$ cat config.mk
export PLATFORM = sky130hd
export DESIGN_NAME = jt49_dcrm_mc
export DESIGN_NICKNAME = d
export VERILOG_FILES = /design/src/rtl/jt49_pkg.sv /design/src/rtl/jt49_dcrm_core.sv /design/src/rtl/jt49_dcrm_mc.sv
export SDC_FILE = /design/constraint.sdc
export NUM_CORES = 1
export LEC_CHECK = 0
export BUFFER_PORTS_ARGS = -buffer_cell sky130_fd_sc_hd__buf_4
export CORE_MARGIN = 5
export CORE_UTILIZATION = 45
export CTS_BUF_LIST = sky130_fd_sc_hd__clkbuf_16
export CTS_CLUSTER_DIAMETER = 30
export DETAILED_ROUTE_END_ITERATION = 7
export PLACE_DENSITY = 0.67
export SLEW_MARGIN = 20
export SYNTH_ARGS = -nofsm -noshare
export SYNTH_HDL_FRONTEND = slang
export SYNTH_SLANG_ARGS = --single-unit
$ cat constraint.sdc
create_clock -name clk -period 5.4 [get_ports clk]
set_clock_uncertainty 0.05 [all_clocks]
set_input_delay 0.54 -clock clk [delete_from_list [all_inputs] [get_ports clk]]
set_output_delay 0.54 -clock clk [all_outputs]
set_load 0.05 [all_outputs]
$ cat src/rtl/jt49_pkg.sv
// Shared definitions for the jt49 DC-removal filter: sweep FSM state
// encoding, state-word width and output clamp limits.
package jt49_pkg;

  // Sweep FSM state; plain constants keep the encoding visible to legacy code.
  typedef logic [0:0] dcrm_state_t;
  localparam dcrm_state_t ST_RUN   = 1'b0;
  localparam dcrm_state_t ST_CLEAR = 1'b1;

  // Integrator / error-feedback word width: sample bits, fraction, two guard bits.
  function automatic int dcrm_aw(input int w, input int f);
    return w + f + 2;
  endfunction

  // Largest value a signed W-bit output can carry.
  function automatic int dcrm_hi(input int w);
    return (1 << (w - 1)) - 1;
  endfunction

  // Smallest value a signed W-bit output can carry.
  function automatic int dcrm_lo(input int w);
    return -(1 << (w - 1));
  endfunction

  // Channel index width; never narrower than one bit.
  function automatic int dcrm_chw(input int ch);
    return (ch > 1) ? $clog2(ch) : 1;
  endfunction

endpackage

$ cat src/rtl/jt49_dcrm_core.sv
// Per-sample arithmetic of the DC remover. Purely combinational: given the
// incoming sample and one channel's acc/err it produces the clamped output,
// the bypass value x and the channel's next acc/err.
module jt49_dcrm_core
  import jt49_pkg::*;
#(
  parameter int W = 8,
  parameter int F = 4,
  parameter int K = 4,
  localparam int AW = dcrm_aw(W, F)
) (
  input  logic                 [W-1:0]  din,
  input  logic signed          [AW-1:0] acc,
  input  logic signed          [AW-1:0] err,
  output logic signed          [W-1:0]  x,
  output logic signed          [W-1:0]  dout,
  output logic signed          [AW-1:0] acc_nxt,
  output logic signed          [AW-1:0] err_nxt
);

  localparam int YW = W + 2;
  localparam logic signed [YW-1:0] Y_HI = YW'(dcrm_hi(W));
  localparam logic signed [YW-1:0] Y_LO = YW'(dcrm_lo(W));

  logic signed [YW-1:0] x_w;
  logic signed [YW-1:0] y;
  logic signed [AW-1:0] exact;
  logic signed [AW-1:0] q;
  logic signed [AW-1:0] y_ext;
  logic signed [AW-1:0] y_scaled;

  // Halve the unsigned input, subtract the integrated DC estimate, leak it back.
  always_comb begin
    // NOTE: every always_comb output gets an unconditional value first so no
    // path through the block leaves it unassigned, which would infer a latch.
    dout     = '0;
    x_w      = {3'b000, din[W-1:1]};
    exact    = acc + err;
    q        = exact >>> F;
    y        = x_w - q[YW-1:0];
    y_ext    = {{F{y[YW-1]}}, y};
    // The unclamped difference feeds the integrator so clipping never biases it.
    y_scaled = (y_ext <<< F) >>> K;
    acc_nxt  = acc + y_scaled;
    // Fraction dropped by the truncating shift is carried to the next sample.
    err_nxt  = exact - (q <<< F);
    if (y > Y_HI)      dout = Y_HI[W-1:0];
    else if (y < Y_LO) dout = Y_LO[W-1:0];
    else               dout = y[W-1:0];
    x        = x_w[W-1:0];
  end

endmodule

$ cat src/rtl/jt49_dcrm_mc.sv
// Time-multiplexed multi-channel DC-removal filter for jt49 PSG channels.
// Holds per-channel acc/err state, the RUN/CLEAR sweep FSM and the
// one-cycle-latency output registers; the arithmetic lives in jt49_dcrm_core.
// Optional feature: define JT49_DCRM_BYPASS_EN to add the `bypass` input,
// which passes din>>1 straight through and freezes the channel state.
module jt49_dcrm_mc
  import jt49_pkg::*;
#(
  parameter int W  = 8,
  parameter int CH = 3,
  parameter int F  = 4,
  parameter int K  = 4
) (
  input  logic                         clk,
  input  logic                         rst_n,
  input  logic                         cen,
  input  logic                         clr,
`ifdef JT49_DCRM_BYPASS_EN
  input  logic                         bypass,
`endif
  input  logic                         din_valid,
  output logic                         din_ready,
  input  logic [dcrm_chw(CH)-1:0]      din_ch,
  input  logic [W-1:0]                 din,
  output logic                         dout_valid,
  output logic [dcrm_chw(CH)-1:0]      dout_ch,
  output logic signed [W-1:0]          dout
);

  localparam int AW  = dcrm_aw(W, F);
  localparam int CHW = dcrm_chw(CH);
  localparam logic [CHW:0]   CH_LIM = (CHW + 1)'(CH);
  localparam logic [CHW-1:0] S_LAST = CHW'(CH - 1);

  logic signed [AW-1:0] acc_q [CH];
  logic signed [AW-1:0] err_q [CH];
  dcrm_state_t          state;
  logic [CHW-1:0]       sweep;

  logic                 ch_ok;
  logic                 take;
  logic                 byp;
  logic [CHW-1:0]       ch_sel;
  logic signed [W-1:0]  core_x;
  logic signed [W-1:0]  core_dout;
  logic signed [AW-1:0] acc_nxt;
  logic signed [AW-1:0] err_nxt;

`ifdef JT49_DCRM_BYPASS_EN
  assign byp = bypass;
`else
  assign byp = 1'b0;
`endif

  assign din_ready = (state == ST_RUN);
  assign ch_ok     = ({1'b0, din_ch} < CH_LIM);
  assign take      = cen & din_valid & din_ready & ch_ok;
  // Out-of-range channels never commit, so steering their read to 0 is harmless.
  assign ch_sel    = ch_ok ? din_ch : '0;

  jt49_dcrm_core #(
    .W (W),
    .F (F),
    .K (K)
  ) u_core (
    .din     (din),
    .acc     (acc_q[ch_sel]),
    .err     (err_q[ch_sel]),
    .x       (core_x),
    .dout    (core_dout),
    .acc_nxt (acc_nxt),
    .err_nxt (err_nxt)
  );

  // Sweep FSM: clr (re)starts a one-channel-per-cen-cycle clear of all state.
  always_ff @(posedge clk or negedge rst_n) begin
    if (!rst_n) begin
      // NOTE: sequential state uses non-blocking assignments so every register
      // samples pre-edge values regardless of block ordering.
      state <= ST_RUN;
      sweep <= '0;
    end else if (cen) begin
      if (clr) begin
        state <= ST_CLEAR;
        sweep <= '0;
      end else if (state == ST_CLEAR) begin
        if (sweep == S_LAST) begin
          state <= ST_RUN;
          sweep <= '0;
        end else begin
          sweep <= sweep + 1'b1;
        end
      end
    end
  end

  // Per-channel state: sweep zeroes channel s, an accepted sample updates its own.
  always_ff @(posedge clk or negedge rst_n) begin
    if (!rst_n) begin
      // NOTE: the state arrays are a handful of flops, not a RAM, so they take
      // the async reset and a reset always restarts the filter from zero.
      for (int i = 0; i < CH; i++) begin
        acc_q[i] <= '0;
        err_q[i] <= '0;
      end
    end else if (cen) begin
      for (int i = 0; i < CH; i++) begin
        if (state == ST_CLEAR && sweep == CHW'(i)) begin
          acc_q[i] <= '0;
          err_q[i] <= '0;
        end else if (take && !byp && din_ch == CHW'(i)) begin
          acc_q[i] <= acc_nxt;
          err_q[i] <= err_nxt;
        end
      end
    end
  end

  // Output registers: data captured on the accepting edge, strobe for one clk.
  always_ff @(posedge clk or negedge rst_n) begin
    if (!rst_n) begin
      dout_valid <= 1'b0;
      dout_ch    <= '0;
      dout       <= '0;
    end else begin
      // take already includes cen, so the strobe drops on any non-accepting edge.
      dout_valid <= take;
      if (take) begin
        dout_ch <= din_ch;
        dout    <= byp ? core_x : core_dout;
      end
    end
  end

endmodule

==> impl_summary.md <==
Global route
Entering global routing, the biggest net connects 69 pins. Global routing used 22.37% of the available tracks across all layers. The first global-routing pass estimated 22.52 mm of wire. The via count of the first global-routing pass came to 4682. The initial antenna violation count came to 0. For this run the aggregate overflow at the end of global routing stands at 0.

Timing
The worst relative slew slack is 30.85%. For the pin with the worst max-slew slack, the measured transition is 1.037 ns. Setup violations remaining at the end of the flow were counted as 15. Dividing the final minimum period by the clock period gives 105.4%. After routing, the total negative slack on setup checks comes to -3.324 ns.

Setup repair after global routing could not meet its margin everywhere. The worst path setup slack after routing is -0.2920 ns. The minimum period implied by the final worst setup slack is around 5.7 ns. The number of max-slew violations in the final report is 0.

The number of hold violations in the final report is 0. Based on the critical path, the design can be clocked at up to 0.1757 GHz.

Finish
The non-filler instance count after layout is 778. In the layout the commonest cells are buf_4 (139), dfrtp_1 (68), a22o_1 (46), nor2_1 (42), nand2_1 (30). The summed area of non-filler cells in the final layout is 6564 um^2. The ratio of cells with drive above 1 in the final layout is a little over a third.

The layout-stage area growth over the synthesis result is 41.14%. Fill cells in the final layout number 836. The commonest non-fill, non-tap cell in the layout is buf_4. The final-stage net count is 690.

The antenna diode instance count is 0.

Route
After detailed routing, the average wire length per cell comes to 17.61 um. The average vias per placed instance is 5.743. The initial detailed-routing violation count is 259. The remaining design rule violation count is 0. For this run, the detailed router's first-pass iteration total came to 5. The routed wire length is 13.70 mm. Once detail routing completed, the nets flagged for antenna violations numbered 0. Across all layers, the routed design uses 4468 vias.

Clocking
The clock-pin slew of the registers on the worst-case setup and hold paths is 0.05 ns. TritonCTS built the clock tree. For this design, the sink count on the clock tree is 68. The clock insertion delay at the later pin of the skew report is 0.33 ns. The clock passes through at most 2 buffers. Clock tree synthesis selected as its root buffer the cell clkbuf_16.

The maximum level of the CTS H-tree is 3. In this run, post-CTS hold repair placed 0 buffers. In this run, CTS created clock tree buffers numbering 9.

Placed design
The cell total after placement is 746. At the end of routability-driven placement, the weighted congestion stood at 0.9149. Once detailed placement completed, the half-perimeter wirelength came to 9.875 mm. Input and output buffers added on the ports amount to 25. The area of placed instances is 5847 um^2.

Synth
The complex-gate fraction of the synthesized area is between 20 and 30%. The proportion of register bits with asynchronous set or reset after synthesis is 100.0%. The synthesized instance count is a little under 500. The post-synthesis simple-gate area fraction is around 15%. The share of synthesized area occupied by flip-flops and latches is 36.59%. The predominant post-synthesis flop cell is dfrtp_1. The post-synthesis average cell area is 9.358 um^2.

The synthesized design spends more area on one cell type than any other, namely dfrtp_1. Summing the areas of all xor and xnor instances in the mapped netlist gives approximately 5.4% of the synthesized area. By area the synthesized netlist is led by dfrtp_1 (37%), a22o_1 (8.7%), ha_1 (8.6%), nor2_1 (3.8%), a21oi_1 (3.2%). Counting distinct cell types in the post-synthesis netlist gives 55.

The post-synth design cell area is 4651 um^2. In this run, synthesis produced a sequential element count of 68. For this run, the number of Yosys warnings is 0. In this run the biggest area consumer among cell types represents 36.59% of the synthesized area.

The portion of synthesized area spent on multiplexers is between 2 and 2.5%. The combinational family with the most area after synthesis is compound AO/OA/AOI/OAI gates. Of the total synthesized cell area, the portion taken by full adders, half adders and majority gates is 9.900%. The synthesized design contains 0 enable-type register cells.

Worst setup path
STA classifies the critical path endpoint as a flip-flop. The required time at the worst-slack endpoint is 5.57 ns. Of all nets on the critical path, the largest fanout is 6.

The endpoint identified for the worst register-to-register timing path is acc_q[39]$_DFFE_PN0P_. The worst flop-to-flop path startpoint is acc_q[14]$_DFFE_PN0P_. The number of cells on the worst reg-to-reg path is 25. The class of the most critical setup path is in -> reg.

The signal arrival time at the worst endpoint is ~6 ns. Setup slack on the worst reg-to-reg path comes out at -0.10 ns. The worst setup path is launched from an input port.

Floorplan
The floorplan die height is between 100 and 150 um. The initial standard-cell utilization of the core is a little under half. Row generation in the floorplan step produced 37 rows. In this run the count of I/O pins placed on the die edge is 27.

The die covers between 10000 and 15000 um^2. The core region is 10180 um^2. The die extent in x is 111.7 um.

Outcome
The final reports fail on setup timing. The flow ran to the end, but the final reports show violations.

Power and ir drop
The reported net switching power is around 1.5 mW. In this run the static leakage power is approximately 3.2 nW. Combinational cells account for 63.8% of the total power.

Power spread over the standard cell area amounts to 534.2 nW/um^2. Across the VDD grid, the largest voltage drop is 0.4271 mV. The power share of the sequential group is roughly a fifth. Net switching is 41.55% of the power.

Cell internal power was estimated by the tool at between 2 and 2.5 mW. The power share of the clock group is 15.7%.

Flow run
The tool flagged a number of max-cap violations equal to 0.

Min path
The worst hold path belongs to the class in -> async.
synthesized netlist by cell type (9+ instances only):
library cell and n:
nor2_1 47, nor3_1 12, nand2_1 31, a22o_1 46, dfrtp_1 68, a211oi_1 14
clkbuf_1 15, inv_1 15, o21a_1 10, o21ai_1 9, o21ai_0 18, ha_1 32
a21o_1 13, nand3_1 12, xor2_1 10, a21oi_1 30, xnor2_1 15, o22ai_1 13
through the flow:
step | util [%] | hold slack [ns] | power (mW) | worst slack, ns
floorplan | - | 0.1944 | 1.909 | -0.5144
global placement | 57.41 | 0.4103 | 2.584 | -0.7675
detailed placement | 57.41 | 0.4215 | 2.643 | -0.8130
CTS | 62.30 | 0.3101 | 3.356 | -0.3069
global route | 64.45 | 0.3655 | 3.726 | -0.5165
finish | 64.45 | 0.2853 | 3.507 | -0.2920
state kept, by name (all words and copies together) (netlist names):
| name | count |
|---|---|
| state | 1 |
| sweep | 2 |
| dout | 8 |
| acc_q | 42 |
| dout_ch | 2 |
| err_q | 12 |
| dout_valid | 1 |
power by group through the flow:
stage	sequential, mW	combinational (mW)	clock, mW
detailed placement	0.722	1.92	0
floorplan	0.822	1.09	0
CTS	0.716	2.08	0.558
global placement	0.716	1.87	0
global route	0.731	2.41	0.583
finish	0.718	2.24	0.552
layout make-up:
type	instances	area (um^2)	share of cell area, %
inverter	16	60.06	0.9150
sequential	68	1702	25.92
timing repair buffer	143	1092	16.64
clock inverter	4	45.04	0.6862
clock buffer	9	225.2	3.431
tap	136	170.2	2.592
multi-input combinational	402	3269	49.81
critical path, cell delays in order:
cell      delay (ns)
buf_8           0.10
nand2b_4        0.16
buf_4           0.17
o22ai_2         0.12
nor2_2          0.07
ha_2            0.21
fa_2            0.39
a211o_1         0.33
a21oi_2         0.16
nor2b_1         0.06
nor2_1          0.13
xor2_1          0.17
ha_1            0.28
a21o_1          0.20
a21oi_4         0.17
xnor2_2         0.15
inv_2           0.07
ha_4            0.24
nand3_2         0.08
o211ai_1        0.14
o41ai_4         0.34
buf_4           0.19
nor3_2          0.04
mux2_4          0.26
or4_4           0.45
a211oi_4        0.30
xnor2_2         0.12
a22o_1          0.22
logic make-up after synthesis:
| logic type | count (synthesis) |
|---|---|
| AO/OA/AOI/OAI | 181 |
| XOR/XNOR | 27 |
| adder cells (fa/ha/maj) | 35 |
| buffers and inverters | 35 |
| flip-flops | 68 |
| multiplexers | 10 |
| other | 1 |
| AND/OR/NAND/NOR | 140 |
metal layers:
metal  share of wire, %  up-vias  GRT usage [%]
met5                  0        -              0
met4                3.4        0          9.976
met3                4.8       39          4.620
met2                 48      136          36.69
met1                 44     2157          28.50
li1                   -     2136              -
worst max-delay path by stage:
stage	slack, ns	from	depth (start not counted)	end
floorplan	-0.51	din_ch[1]	29	acc_q[40]$_DFFE_PN0P_
global placement	-0.77	din_ch[0]	32	acc_q[40]$_DFFE_PN0P_
detailed placement	-0.81	din_ch[0]	26	acc_q[39]$_DFFE_PN0P_
CTS	-0.31	din_ch[0]	29	acc_q[39]$_DFFE_PN0P_
global route	-0.52	din_ch[1]	28	acc_q[39]$_DFFE_PN0P_
finish	-0.29	din_ch[0]	28	acc_q[39]$_DFFE_PN0P_
repair_timing:
item	4_1_cts	5_1_grt
gates resized for setup	30	28
pin swaps	28	24
setup endpoints to repair	15	19
setup buffers	11	9
endpoints found under the hold margin	0	0
Power figures use the tool's default switching activity.
